===== config.mk =====
export PLATFORM = sky130hd
export DESIGN_NAME = alu_cmd_sequencer
export DESIGN_NICKNAME = d
export VERILOG_FILES = /design/src/rtl/alu_cmd_sequencer.sv
export SDC_FILE = /design/constraint.sdc
export NUM_CORES = 1
export LEC_CHECK = 0
export ABC_AREA = 1
export BUFFER_PORTS_ARGS = -buffer_cell sky130_fd_sc_hd__buf_2
export CAP_MARGIN = 20
export CELL_PAD_IN_SITES_DETAIL_PLACEMENT = 0
export CELL_PAD_IN_SITES_GLOBAL_PLACEMENT = 1
export CORE_ASPECT_RATIO = 1.2
export CORE_MARGIN = 2
export CORE_UTILIZATION = 41
export DETAILED_ROUTE_END_ITERATION = 12
export GPL_TIMING_DRIVEN = 0
export HOLD_SLACK_MARGIN = 0.06
export PLACE_DENSITY_LB_ADDON = 0.1
export SLEW_MARGIN = 0
export SYNTH_ARGS = -nofsm -noshare
export SYNTH_HDL_FRONTEND = slang
export SYNTH_SLANG_ARGS = --single-unit

===== constraint.sdc =====
create_clock -name clk -period 1.9 [get_ports clk]
set_input_delay 0.19 -clock clk [delete_from_list [all_inputs] [get_ports clk]]
set_output_delay 0.19 -clock clk [all_outputs]
set_load 0.005 [all_outputs]

===== src/rtl/alu_cmd_sequencer.sv =====
// rtl/alu_cmd_sequencer.sv - command sequencer for the 4-bit ALU core
// Drives ALU operand/opcode pins, waits out ALU latency, queues tagged results.
module alu_cmd_sequencer #(
  parameter int ALU_LAT   = 1,
  parameter int RSP_DEPTH = 4
) (
  input  logic       clk,
  input  logic       rst_n,
  input  logic       cmd_valid,
  output logic       cmd_ready,
  input  logic [2:0] cmd_op,
  input  logic [3:0] cmd_a,
  input  logic [3:0] cmd_b,
  output logic [7:0] alu_operands,
  output logic [2:0] alu_op,
  input  logic [7:0] alu_result,
  output logic       rsp_valid,
  input  logic       rsp_ready,
  output logic [7:0] rsp_data,
  output logic [2:0] rsp_op,
  output logic [3:0] rsp_tag,
  output logic       rsp_dz,
  output logic       busy
);

  localparam int AW = (RSP_DEPTH > 1) ? $clog2(RSP_DEPTH) : 1;
  localparam int CW = AW + 1;
  localparam int WW = $clog2(ALU_LAT + 2);

  typedef enum logic {S_IDLE, S_WAIT} state_t;

  state_t          state;
  logic [WW-1:0]   wait_cnt;
  logic [3:0]      tag;
  logic [3:0]      cur_tag;
  logic            cur_dz;
  logic [AW-1:0]   wr_ptr;
  logic [AW-1:0]   rd_ptr;
  logic [CW-1:0]   count;
  logic [15:0]     mem [RSP_DEPTH];
  logic [15:0]     head;
  logic [15:0]     push_entry;
  logic            accept;
  logic            push;
  logic            pop;
  logic            cmd_dz;

  assign cmd_ready = (state == S_IDLE) && (count < CW'(RSP_DEPTH));
  assign busy      = (state == S_WAIT);
  assign accept    = cmd_valid && cmd_ready;
  assign push      = (state == S_WAIT) && (wait_cnt == '0);
  assign rsp_valid = (count != '0);
  assign pop       = rsp_valid && rsp_ready;
  assign cmd_dz    = ((cmd_op == 3'b100) && (cmd_b == 4'd0)) ||
                     ((cmd_op == 3'b101) && (cmd_a == 4'd0));

  // Entry layout: {dz, tag[3:0], op[2:0], data[7:0]}
  assign push_entry = {cur_dz, cur_tag, alu_op, (cur_dz ? 8'hFF : alu_result)};

  always_ff @(posedge clk or negedge rst_n) begin
    if (!rst_n) begin
      state        <= S_IDLE;
      wait_cnt     <= '0;
      tag          <= 4'd0;
      cur_tag      <= 4'd0;
      cur_dz       <= 1'b0;
      alu_operands <= 8'h00;
      alu_op       <= 3'b000;
    end else begin
      case (state)
        S_IDLE: begin
          if (accept) begin
            alu_operands <= {cmd_a, cmd_b};
            alu_op       <= cmd_op;
            cur_tag      <= tag;
            cur_dz       <= cmd_dz;
            tag          <= tag + 4'd1;
            wait_cnt     <= WW'(ALU_LAT);
            state        <= S_WAIT;
          end
        end
        S_WAIT: begin
          if (wait_cnt == '0) begin
            state <= S_IDLE;
          end else begin
            wait_cnt <= wait_cnt - 1'b1;
          end
        end
        default: state <= S_IDLE;
      endcase
    end
  end

  always_ff @(posedge clk or negedge rst_n) begin
    if (!rst_n) begin
      wr_ptr <= '0;
      rd_ptr <= '0;
      count  <= '0;
    end else begin
      if (push) wr_ptr <= wr_ptr + 1'b1;
      if (pop)  rd_ptr <= rd_ptr + 1'b1;
      case ({push, pop})
        2'b10:   count <= count + 1'b1;
        2'b01:   count <= count - 1'b1;
        default: count <= count;
      endcase
    end
  end

  // Storage needs no reset; outputs are gated to zero while empty.
  always_ff @(posedge clk) begin
    if (push) mem[wr_ptr] <= push_entry;
  end

  assign head     = mem[rd_ptr];
  assign rsp_data = rsp_valid ? head[7:0]   : 8'h00;
  assign rsp_op   = rsp_valid ? head[10:8]  : 3'b000;
  assign rsp_tag  = rsp_valid ? head[14:11] : 4'd0;
  assign rsp_dz   = rsp_valid ? head[15]    : 1'b0;

endmodule


[Word-level counts from Yosys, hierarchy flattened]
Memories as Yosys holds them, arrays and structs flattened.
Index checks and enable logic that the tools add are counted.
Cells by class
  $add $sub $neg: 6
  mux-type cells: 14
  reduce and logical (&&, ||, !) cells: 14
  bitwise logic cells: 1
  equality and inequality tests: 6
  $lt $le $gt $ge: 1
Operators by type and width (count)
  8-bit two-way mux: 2
  4-bit zero test: 2
  3-bit == test, second input constant: 2
  1-bit logical AND: 6
  3-bit one-hot mux with 2 select lines: 1
  1-bit two-way mux: 5
  2-bit by 1-bit adder with 2-bit output, second input constant: 2
  4-bit by 1-bit adder with 4-bit output, second input constant: 1
  2-bit two-way mux: 2
  4-bit two-way mux: 1
  2-bit != test, second input constant: 2
  2-bit one-hot mux with 2 select lines: 1
  2-bit AND reduction: 2
  3-bit by 1-bit adder with 3-bit output, second input constant: 1
  3-bit less-than comparator, second input constant: 1
  3-bit two-way mux: 1
  3-bit nonzero test: 1
  3-bit by 1-bit subtractor with 3-bit output, second input constant: 1
  2-bit by 1-bit == test with 1-bit output, second input constant: 1
  2-bit == test, second input constant: 1
  2-bit zero test: 1
  1-bit one-hot mux with 2 select lines: 1
  2-bit nonzero test: 1
  2-bit by 1-bit subtractor with 2-bit output, second input constant: 1
  other kinds (2): 2
Storage, ports and cells
  bits in registers: 30
  output and inout bits: 30
  memories: 1
  input bits: 23
  memory bits (writable): 64
  word-level logic and storage cells: 53
Memory list
  mem: words 4, width 16, read ports 1, clocked after Yosys merged registers in 0, wr ports 1, line 40  | logic [15:0] mem [RSP_DEPTH];

[Longest topological paths before layout]
Gate-level depths: netlist of run 1.
  depth in word-level cells: 5
  mapped depth: 10
  gate-level depth less buffers: 10

[Worst setup path before layout of run 1]
No wires, ideal clock.
  path type: register -> register
  from: register wait_cnt[0]
  to: register count[2]
  library setup time: 0.079 ns
  stages on the path, launching flop included: 10
  buffers on the path: 0
  clock period less this slack: 1.894 ns
  data arrival time: 1.815 ns
  data required time: 1.821 ns
  setup slack: 0.006 ns
  path through: dfrtp_1 -> inv_1 -> ha_1 -> nand2_1 -> ha_1 -> inv_1 -> fa_1 -> or2_2 -> nand2_1 -> xor2_1
Between the ends
  longest elaborated chain between the ends: 4
  elaborated cells on any way between the ends: 6
  those cells by class: 2 x eq/ne; 1 x mux; 3 x reduce/logical
Ends and longest elaborated chain
  start: declaration: line 33  | logic [WW-1:0] wait_cnt;
  start signal: assignment: line 78  | wait_cnt <= WW'(ALU_LAT);
  start signal: assignment: line 86  | wait_cnt <= wait_cnt - 1'b1;
  2-bit zero test *: line 51  | assign push = (state == S_WAIT) && (wait_cnt == '0);
  1-bit logical AND *: line 51
  2-bit by 1-bit == test with 1-bit output / 2-bit == test (equally long branches): line 102  | case ({push, pop})
  3-bit one-hot mux with 2 select lines / 2-bit nonzero test (equally long branches)
  end signal: assignment: line 103  | 2'b10: count <= count + 1'b1;
  end signal: assignment: line 104  | 2'b01: count <= count - 1'b1;
  end signal: assignment: line 105  | default: count <= count;
  end: declaration: line 39  | logic [CW-1:0] count;
Mark *: on every way between the ends. The rest lies on a longest branch, timed or not.
A chain may end at the register's enable or synchronous reset.

[Worst setup path in the final report of run 1]
  from: register rd_ptr[0]
  to: output rsp_op[1]
Between the ends
  longest elaborated chain between the ends: 2
Ends and longest elaborated chain
  start: declaration: line 38  | logic [AW-1:0] rd_ptr;
  start signal: assignment: line 101  | if (pop) rd_ptr <= rd_ptr + 1'b1;
  memory read 4 x 16 bit
  3-bit two-way mux: line 117  | assign rsp_op = rsp_valid ? head[10:8] : 3'b000;
  end: declaration: line 20  | output logic [2:0] rsp_op,
Every way passes these cells.

==> qor.txt, run 1 <==
Post-synthesis simple-gate area fraction: 14.5%
# DRC: 0
Delay-heaviest family, CP: buffers and inverters
Worst slew margin: 52.7%
Die area: 10,600 um^2
Flop2flop setup slack: 0.13 ns
Die W: 94.2 um
Fin. max-slew vios: 0
Overflow after GRT: 0
R2R Path End: count[2]
Crit-path cells: buf_6 > inv_2 > buf_6 > o21ai_0 > a21oi_1 > buf_2
Post-layout util: 51.9%
H-tree Lvls: 3
CP startpoint kind: flip-flop
CP Data Arrival Time: 1.65 ns
Adder-cell share of the synthesized area: 2.69%
Pwr/cell area: 1640 nW/um^2
Hold path depth: 3
Final #Nets: 457
WP buf/inv: 4
Largest family of logic cells by synthesized area: simple AND/OR/NAND/NOR gates
Final Hold Violating Endpoints: 0
EDFF count, synth: 64
Finish-stage setup viols: 0
Post-synthesis compound-gate area fraction: 8.00%
Gate Count Post-Synth: 354
DR iter-0 viols: 172
TNS Setup: 0 ns
Maximum clock path buffer count: 2
Synth Flop Type: edfxtp_1
Initial Util: 42.1%
CP startpoint: rd_ptr[0]
Non-filler cells, final: 554
Yosys Warn Count: 0
Core ar.: 9520 um^2
Final HPWL DP: 5470 um
Setup CP Type: flip-flop to output pin
Max-cap viol count: 0
CTS tree: done
RSZ-0062 raised after global routing: false
Largest area contributor in the netlist: edfxtp_1
CTS buffer count: 9
Syn avg cell area: 11.3 um^2
WL/cell: 15.1 um
DR pass1 iterations: 4
Via count: 2,592
Top-area cell type share of the netlist area: 48.0%
Antenna violations before repair: 0
CTS Sinks: 94
Post-route ant nets: 0
CP endpoint kind: output pin
Final wirelength: 8360 um
Global-route wire length before repair: 13,300 um
Multiplexer share of the synthesized area: 0%
Largest fanout on the critical path: 10
Fmax: 544 MHz
Fin worst setup slack: 0.0620 ns
Vias/cell: 4.68
Commonest non-fill, non-tap cell in the layout: nor2_1
Crit-path slowest cell: dfrtp_1
Largest cells by area after synthesis: edfxtp_1 48%, dfrtp_1 19%, nor2_1 6.8%
Peak supply drop: 815 uV
Ant. Diodes: 0
CP Depth: 6
Ports: 53
Worst Hold Class: input port to flip-flop
Vias in the first global route: 2,514
CTS root buffer: clkbuf_16
P_leak: 2.10 nW
Clock Pin Slew Worst Setup and Hold Paths: 0.06 ns
Hold WS: 0.0702 ns
Reg2Reg Launch Point: count[0]
GP Congestion: 0.698
Largest net degree at the start of global routing: 31
Crit path to: rsp_op[1]
Fin Clk Skew: 0.00516 ns
Most frequent cells in the layout: 69 x nor2_1, 64 x edfxtp_1, 53 x buf_2, 46 x nand2_1, 33 x o21ai_0
All-Layer GR Usage: 17.1%
Async set-reset flop share out of synthesis: 31.9%
Share of layout cells above drive strength 1: 29.0%
Xor/xnor cell area share of the yosys netlist: 1.72%
Placed Area: 4490 um^2
Die H: 112 um
Most used cell, CP: buf_6
Slew @ Worst Pin: 0.710 ns
Total power draw: 8.08 mW
Syn nets: 385
Placement Rows: 39
Worst-Skew Late Latency: 0.34 ns
Seq cells post-synth: 94
Period utilization: 96.7%
Req. time, crit path: 1.71 ns
Synthesis-to-layout area growth: 23.4%
Worst R2R Path Depth: 10
Port Buffers: 52
Tmin final: 1.84 ns
Sequential area share after synthesis: 66.8%
Max incr delay on CP: 0.37 ns
Synth Cell Area: 4000 um^2
Status: completed
Cell variety after synth: 29
Placed insts: 533
Design area: 4940 um^2
Pre-CTS setup slack: -0.233 ns
-- logic make-up after synthesis --
logic type,after synthesis
DFF,94
xor gates and xnor gates,7
buffers and inverters,43
AOI/OAI and AO/OA,63
and+or+nand+nor,139
adders and majority gates,8
-- how the worst min path moves through the flow --
stage               startpoint         endpoint  slack [ns]
detailed placement       rst_n           tag[0]        0.29
floorplan                rst_n        alu_op[0]       -0.11
CTS                   cmd_b[2]  alu_operands[2]        0.07
finish                cmd_b[2]  alu_operands[2]        0.07
global placement         rst_n           tag[0]        0.29
global route          cmd_b[2]  alu_operands[2]        0.08
-- routing by layer --
metal  up-vias  routed length (um)  GRT usage (%)
li1       1314                   -              -
met5         -                   0              0
met2        69                3960           26.4
met1      1201                3810           22.9
met4         0                 138           6.67
met3         8                 453           5.03
-- worst reg2reg max path: stages, from the launching register on --
cell and delay [ns]:
dfrtp_1 0.37, inv_2 0.07, nand3_4 0.10, nand2_4 0.07
inv_2 0.08, ha_4 0.13, inv_2 0.05, fa_2 0.33
or2_2 0.30, nand2_1 0.08, xor2_1 0.14
-- where the power goes --
| part | total (mW) | switching [mW] | internal [mW] |
|---|---|---|---|
| clock network | 2.02 | 0.738 | 1.28 |
| logic | 3.05 | 1.71 | 1.33 |
| registers | 3.02 | 0.276 | 2.74 |
| total | 8.08 | 2.73 | 5.35 |
-- sequential cells by signal (all words and copies together), names as in the netlist --
| name | cells |
|---|---|
| alu_operands | 8 |
| cur_tag | 4 |
| count | 3 |
| mem | 64 |
| busy | 1 |
| tag | 4 |
| wait_cnt | 2 |
| wr_ptr | 2 |
| rd_ptr | 2 |
| alu_op | 3 |
| cur_dz | 1 |
-- area by class of cell --
cell class / instances / area [um^2]
plain buffers: 17 / 166
clock buffers: 9 / 225
clock inverters: 7 / 111
fillers: 867 / 4580
inverters: 26 / 105
multi-input cells: 217 / 1140
flip-flops and latches: 94 / 2670
well taps: 123 / 154
repair buffers: 61 / 363
-- cells in the mapped netlist, types with 4 or more instances --
master,instances
o21ai_1,9
buf_6,8
edfxtp_1,64
buf_4,5
nor2_1,73
ha_1,7
nand2_1,48
a21oi_1,18
or2_2,9
dfrtp_1,30
buf_2,4
o21ai_0,34
inv_1,22
xor2_1,4
-- repair_timing --
| action | in CTS | in global routing |
|---|---|---|
| buffers inserted | 3 | 0 |
| endpoints found under the hold margin | 31 | 0 |
| setup endpoints to repair | 3 | 17 |
| gates resized for setup | 7 | 17 |
| pin swaps | 2 | 4 |
| hold buffers | 2 | 0 |
(Power assumes the default switching activity.)
==> inputs of run 2 (changes only) <==
REMOVE_ABC_BUFFERS = 1   (was unset)
==> run 2 against run 1 <==
Utilization is 1.5 points lower. Via count rose by 0.46%. Highest routed layer unchanged. Global-route usage shrank 1.4 points. Sequential cell count unchanged. Sequential share of layout area is 1.8 points higher. Critical path depth down 1. Final area is 2.9% lower. Combinational power shrank 8.9%. Clock skew rose by 0.0022 ns. Largest cell class unchanged. Wire length down 7.0%.
==> qor.txt, run 2 (same netlist as run 1, synthesis figures left out) <==
Post-route ant nets: 0
CTS buffer count: 9
Hold WS: 0.0784 ns
Tmin final: 1.83 ns
Antenna violations before repair: 0
Fmax: 547 MHz
Worst-Skew Late Latency: 0.34 ns
Worst R2R Path Depth: 6
Largest fanout on the critical path: 34
CTS tree: done
P_leak: 2.02 nW
Biggest register: mem
Die W: 94.2 um
Via count: 2,604
Area of the multi-input gates: 1120 um^2
Port Buffers: 52
Fin. max-slew vios: 0
Peak supply drop: 750 uV
Fin Clk Skew: 0.00733 ns
GP Congestion: 0.675
Final Hold Violating Endpoints: 0
CP startpoint kind: flip-flop
Sequential Area: 2680 um^2
# DRC: 0
Setup CP Type: flip-flop to output pin
Max reg flops: 64
H-tree Lvls: 3
Commonest non-fill, non-tap cell in the layout: nor2_1
Max-cap viol count: 0
Core ar.: 9520 um^2
Most frequent cells in the layout: 69 x nor2_1, 64 x edfxtp_1, 52 x buf_2, 45 x nand2_1, 34 x o21ai_0
DR pass1 iterations: 4
Placement Rows: 39
CTS Sinks: 94
Pwr/cell area: 1560 nW/um^2
Status: completed
RSZ-0062 raised after global routing: false
Ports: 53
Period utilization: 96.2%
Finish-stage setup viols: 0
Req. time, crit path: 1.71 ns
Worst slew margin: 53.8%
Die H: 112 um
Largest net degree at the start of global routing: 35
Overflow after GRT: 0
Final wirelength: 7770 um
Synthesis-to-layout area growth: 19.9%
WL/cell: 14.2 um
Hold path depth: 3
Ant. Diodes: 0
Final HPWL DP: 4750 um
Fillers: 886
Clock Pin Slew Worst Setup and Hold Paths: 0.06 ns
Global-route wire length before repair: 12,200 um
Vias/cell: 4.76
Share of layout cells above drive strength 1: 28.1%
TNS Setup: 0 ns
Maximum clock path buffer count: 2
CTS root buffer: clkbuf_16
DR iter-0 viols: 115
CP endpoint kind: output pin
Total power draw: 7.48 mW
Initial Util: 42.1%
All-Layer GR Usage: 15.7%
Vias in the first global route: 2,456
Final #Nets: 450
Worst Hold Class: input port to flip-flop
CP Data Arrival Time: 1.64 ns
Die area: 10,600 um^2
Slew @ Worst Pin: 0.693 ns
Biggest regs: mem (64), alu_operands (8)
-- run 2: final cells by class --
cell class	instances	share of cell area, %
Sequential cell	94	55.9
Multi-Input combinational cell	217	23.4
Clock buffer	12	5.14
Clock inverter	4	0.443
Tap cell	123	3.21
Inverter	26	2.45
Timing Repair Buffer	71	9.52
-- run 2: power breakdown --
group          switching, mW  internal, mW
Clock                  0.706         0.916
Sequential             0.321          2.76
Combinational           1.59          1.18
-- run 2: final timing paths --
path / startpoint / end / slack (ns)
setup / recovery: rd_ptr[0] / rsp_tag[3] / 0.07
hold / removal: cmd_b[2] / alu_operands[2] / 0.08
setup reg to reg: wait_cnt[0] / mem[1][1] / 0.11
hold reg to reg: tag[3] / tag[3] / 0.48
max in group asynchronous: rst_n / rd_ptr[0] / 0.96
min in group asynchronous: rst_n / count[0] / 0.43
-- run 2: repair_timing --
item | in CTS | in global routing
pin swaps | 1 | 3
hold buffers | 3 | 0
setup buffers | 7 | 5
resized for setup | 10 | 10
hold endpoints to repair | 32 | 0
setup endpoints to repair | 29 | 53
-- run 2: critical path: stages, from the launching register on --
cell      delay, ns
dfrtp_4        0.50
buf_12         0.16
clkinv_8       0.13
o21ai_0        0.11
a21oi_1        0.23
buf_2          0.16
-- run 2: per-layer routing --
metal	up-vias	part of all wire, %	GRT usage, %
met2	54	51	26.0
met3	12	3.9	3.02
met4	0	2.6	9.08
met1	1236	42	19.0
met5	-	0	0
li1	1302	-	-
-- run 2: per-stage QoR --
| step | setup WS, ns | area (um^2) | utilization [%] | cells |
|---|---|---|---|---|
| floorplan | 0.00624 | 3850 | - | 337 |
| global placement | -0.678 | 4270 | 44.9 | 512 |
| detailed placement | -0.561 | 4340 | 45.6 | 516 |
| CTS | 0.00433 | 4720 | 49.6 | 542 |
| global route | 0.0133 | 4800 | 50.4 | 547 |
| finish | 0.0727 | 4800 | 50.4 | 547 |
==> inputs of run 3 (changes only) <==
==> constraint.sdc (replaced) <==
create_clock -name clk -period 1.9 [get_ports clk]
set_input_delay 0.475 -clock clk [delete_from_list [all_inputs] [get_ports clk]]
set_output_delay 0.475 -clock clk [all_outputs]
set_load 0.005 [all_outputs]
==> run 3 against run 2 <==
Combinational power is 19% higher. Wire length rose by 4.1%. The flow now finishes with violations (negative setup slack). Global-route usage up 0.71 points.
==> qor.txt, run 3 (same netlist as run 1, synthesis figures left out) <==
H-tree Lvls: 3
Ports: 53
Max reg flops: 64
WL/cell: 14.6 um
Port Buffers: 52
Overflow after GRT: 0
Status: finished with violations
Global-route wire length before repair: 12,700 um
Placed insts: 516
Clock Pin Slew Worst Setup and Hold Paths: 0.06 ns
CP Data Arrival Time: 1.55 ns
Fin worst setup slack: -0.125 ns
Crit-path slowest cell: dfrtp_4
Biggest register: mem
Area of the multi-input gates: 1220 um^2
Antenna violations before repair: 0
DR iter-0 viols: 125
Final wirelength: 8100 um
# DRC: 0
Crit path to: rsp_data[4]
Share of layout cells above drive strength 1: 35.1%
All-Layer GR Usage: 16.4%
Met2 Usage GRT: 27.6%
Max incr delay on CP: 0.52 ns
Vias/cell: 4.73
Synthesis-to-layout area growth: 25.3%
Placed Area: 4340 um^2
Setup CP Type: flip-flop to output pin
DR pass1 iterations: 4
Busiest grt layer: met2
Flop2flop setup slack: 0.09 ns
Reg2Reg Launch Point: count[2]
CP startpoint kind: flip-flop
Placement Rows: 39
CTS buffer count: 9
RSZ-0062 raised after global routing: true
Biggest regs: mem (64), alu_operands (8)
Initial Util: 42.1%
Logic gate share of total power: 41.1%
Fmax: 494 MHz
Pwr/cell area: 1600 nW/um^2
GP Congestion: 0.675
Fillers: 866
CTS tree: done
Final #Nets: 456
Post-route ant nets: 0
Sequential Area: 2680 um^2
Sequential Power Share: 38.7%
Fin. max-slew vios: 0
Vias in the first global route: 2,522
Pre-CTS setup slack: -0.846 ns
CP endpoint kind: output pin
Largest fanout on the critical path: 5
Design area: 5020 um^2
Ant. Diodes: 0
Final Hold Violating Endpoints: 0
Largest net degree at the start of global routing: 31
Worst Hold Class: input port to async pin
Non-filler cells, final: 553
Commonest non-fill, non-tap cell in the layout: edfxtp_1
Clock network power share: 20.2%
Die W: 94.2 um
Worst slew margin: 53.5%
Fin Clk Skew: 0.00588 ns
Peak supply drop: 761 uV
Final HPWL DP: 4750 um
Grt met3 use: 2.89%
Slew @ Worst Pin: 0.697 ns
P_sw: 2.88 mW
Crit-path cells: buf_12 > buf_8 > nor2_4 > nor2_2 > o21ai_1 > a21oi_1 > buf_2
CTS root buffer: clkbuf_16
Core ar.: 9520 um^2
Hold_buf cts: 0
Max-cap viol count: 0
Die area: 10,600 um^2
R2R Path End: count[2]
CTS Sinks: 94
Tmin final: 2.02 ns
Post-layout util: 52.7%
Power Internal: 5.15 mW
Finish-stage setup viols: 16
Failing checks: negative setup slack
Worst R2R Path Depth: 10
Met1 usage: 19.6%
Req. time, crit path: 1.42 ns
Maximum clock path buffer count: 2
Most frequent cells in the layout: 64 x edfxtp_1, 52 x buf_2, 51 x nor2_1, 46 x nand2_1, 28 x dfrtp_1
P_leak: 2.09 nW
Worst-Skew Late Latency: 0.34 ns
CP startpoint: rd_ptr[0]
Switch share: 35.9%
Die H: 112 um
Via count: 2,618
Period utilization: 107%
==> run 3: cell types whose count changed in the layout (fill, tap and decap cells not counted), sizes merged <==
cell | before | now
inv | 26 | 29
dlygate4sd3 | 3 | 0
buf | 68 | 74
==> run 3: critical path: cells and delay by family, from the launching register on <==
family | cells | cell delay [ns]
AO/OA/AOI/OAI | 2 | 0.15
buffers and inverters | 3 | 0.42
flip-flops | 1 | 0.52
AND/OR/NAND/NOR | 2 | 0.12
==> run 3: power groups by stage <==
stage / registers [mW] / logic, mW / clock network (mW)
2_1_floorplan: 3.12 / 1.44 / 0
3_3_place_gp: 3.24 / 2.25 / 0
3_5_place_dp: 3.25 / 2.34 / 0
4_1_cts: 3.09 / 3.10 / 1.66
5_1_grt: 3.16 / 3.70 / 1.73
6_report: 3.10 / 3.30 / 1.62
==> run 3: final cells by class <==
cell class,instances,area share (%)
inverter,26,2.39
sequential,94,53.4
clock inverter,4,0.424
clock buffer,12,4.91
timing repair inverter,3,0.998
multi-input combinational,217,24.4
tap,123,3.07
timing repair buffer,74,10.4
==> run 3: timing repair <==
action,in CTS,in global routing
resized for setup,44,45
cloned,3,0
endpoints found under the setup margin,29,56
pin swaps,24,11
buffers inserted,16,2
==> run 3: worst min-delay path by stage <==
stage	startpoint	end	slack, ns	depth (start not counted)
finish	rst_n	count[1]	0.18	1
global route	rst_n	count[0]	0.24	1
floorplan	rst_n	alu_op[0]	0.18	0
detailed placement	tag[3]	tag[3]	0.46	1
global placement	tag[3]	tag[3]	0.46	1
CTS	rst_n	wait_cnt[0]	0.20	1
==> run 3: metal layers <==
layer  part of all wire [%]  up-vias
li1                       -     1314
met1                     43     1232
met2                     51       58
met3                    4.0       14
met4                    2.8        0
met5                      0        -
==> run 3: stage by stage <==
stage | setup TNS [ns] | power (mW) | hold slack, ns
floorplan | -0.112 | 4.56 | 0.179
global placement | -53.25 | 5.48 | 0.459
detailed placement | -13.61 | 5.60 | 0.462
CTS | -1.74 | 7.85 | 0.198
global route | -2.34 | 8.60 | 0.239
finish | -1.29 | 8.02 | 0.176
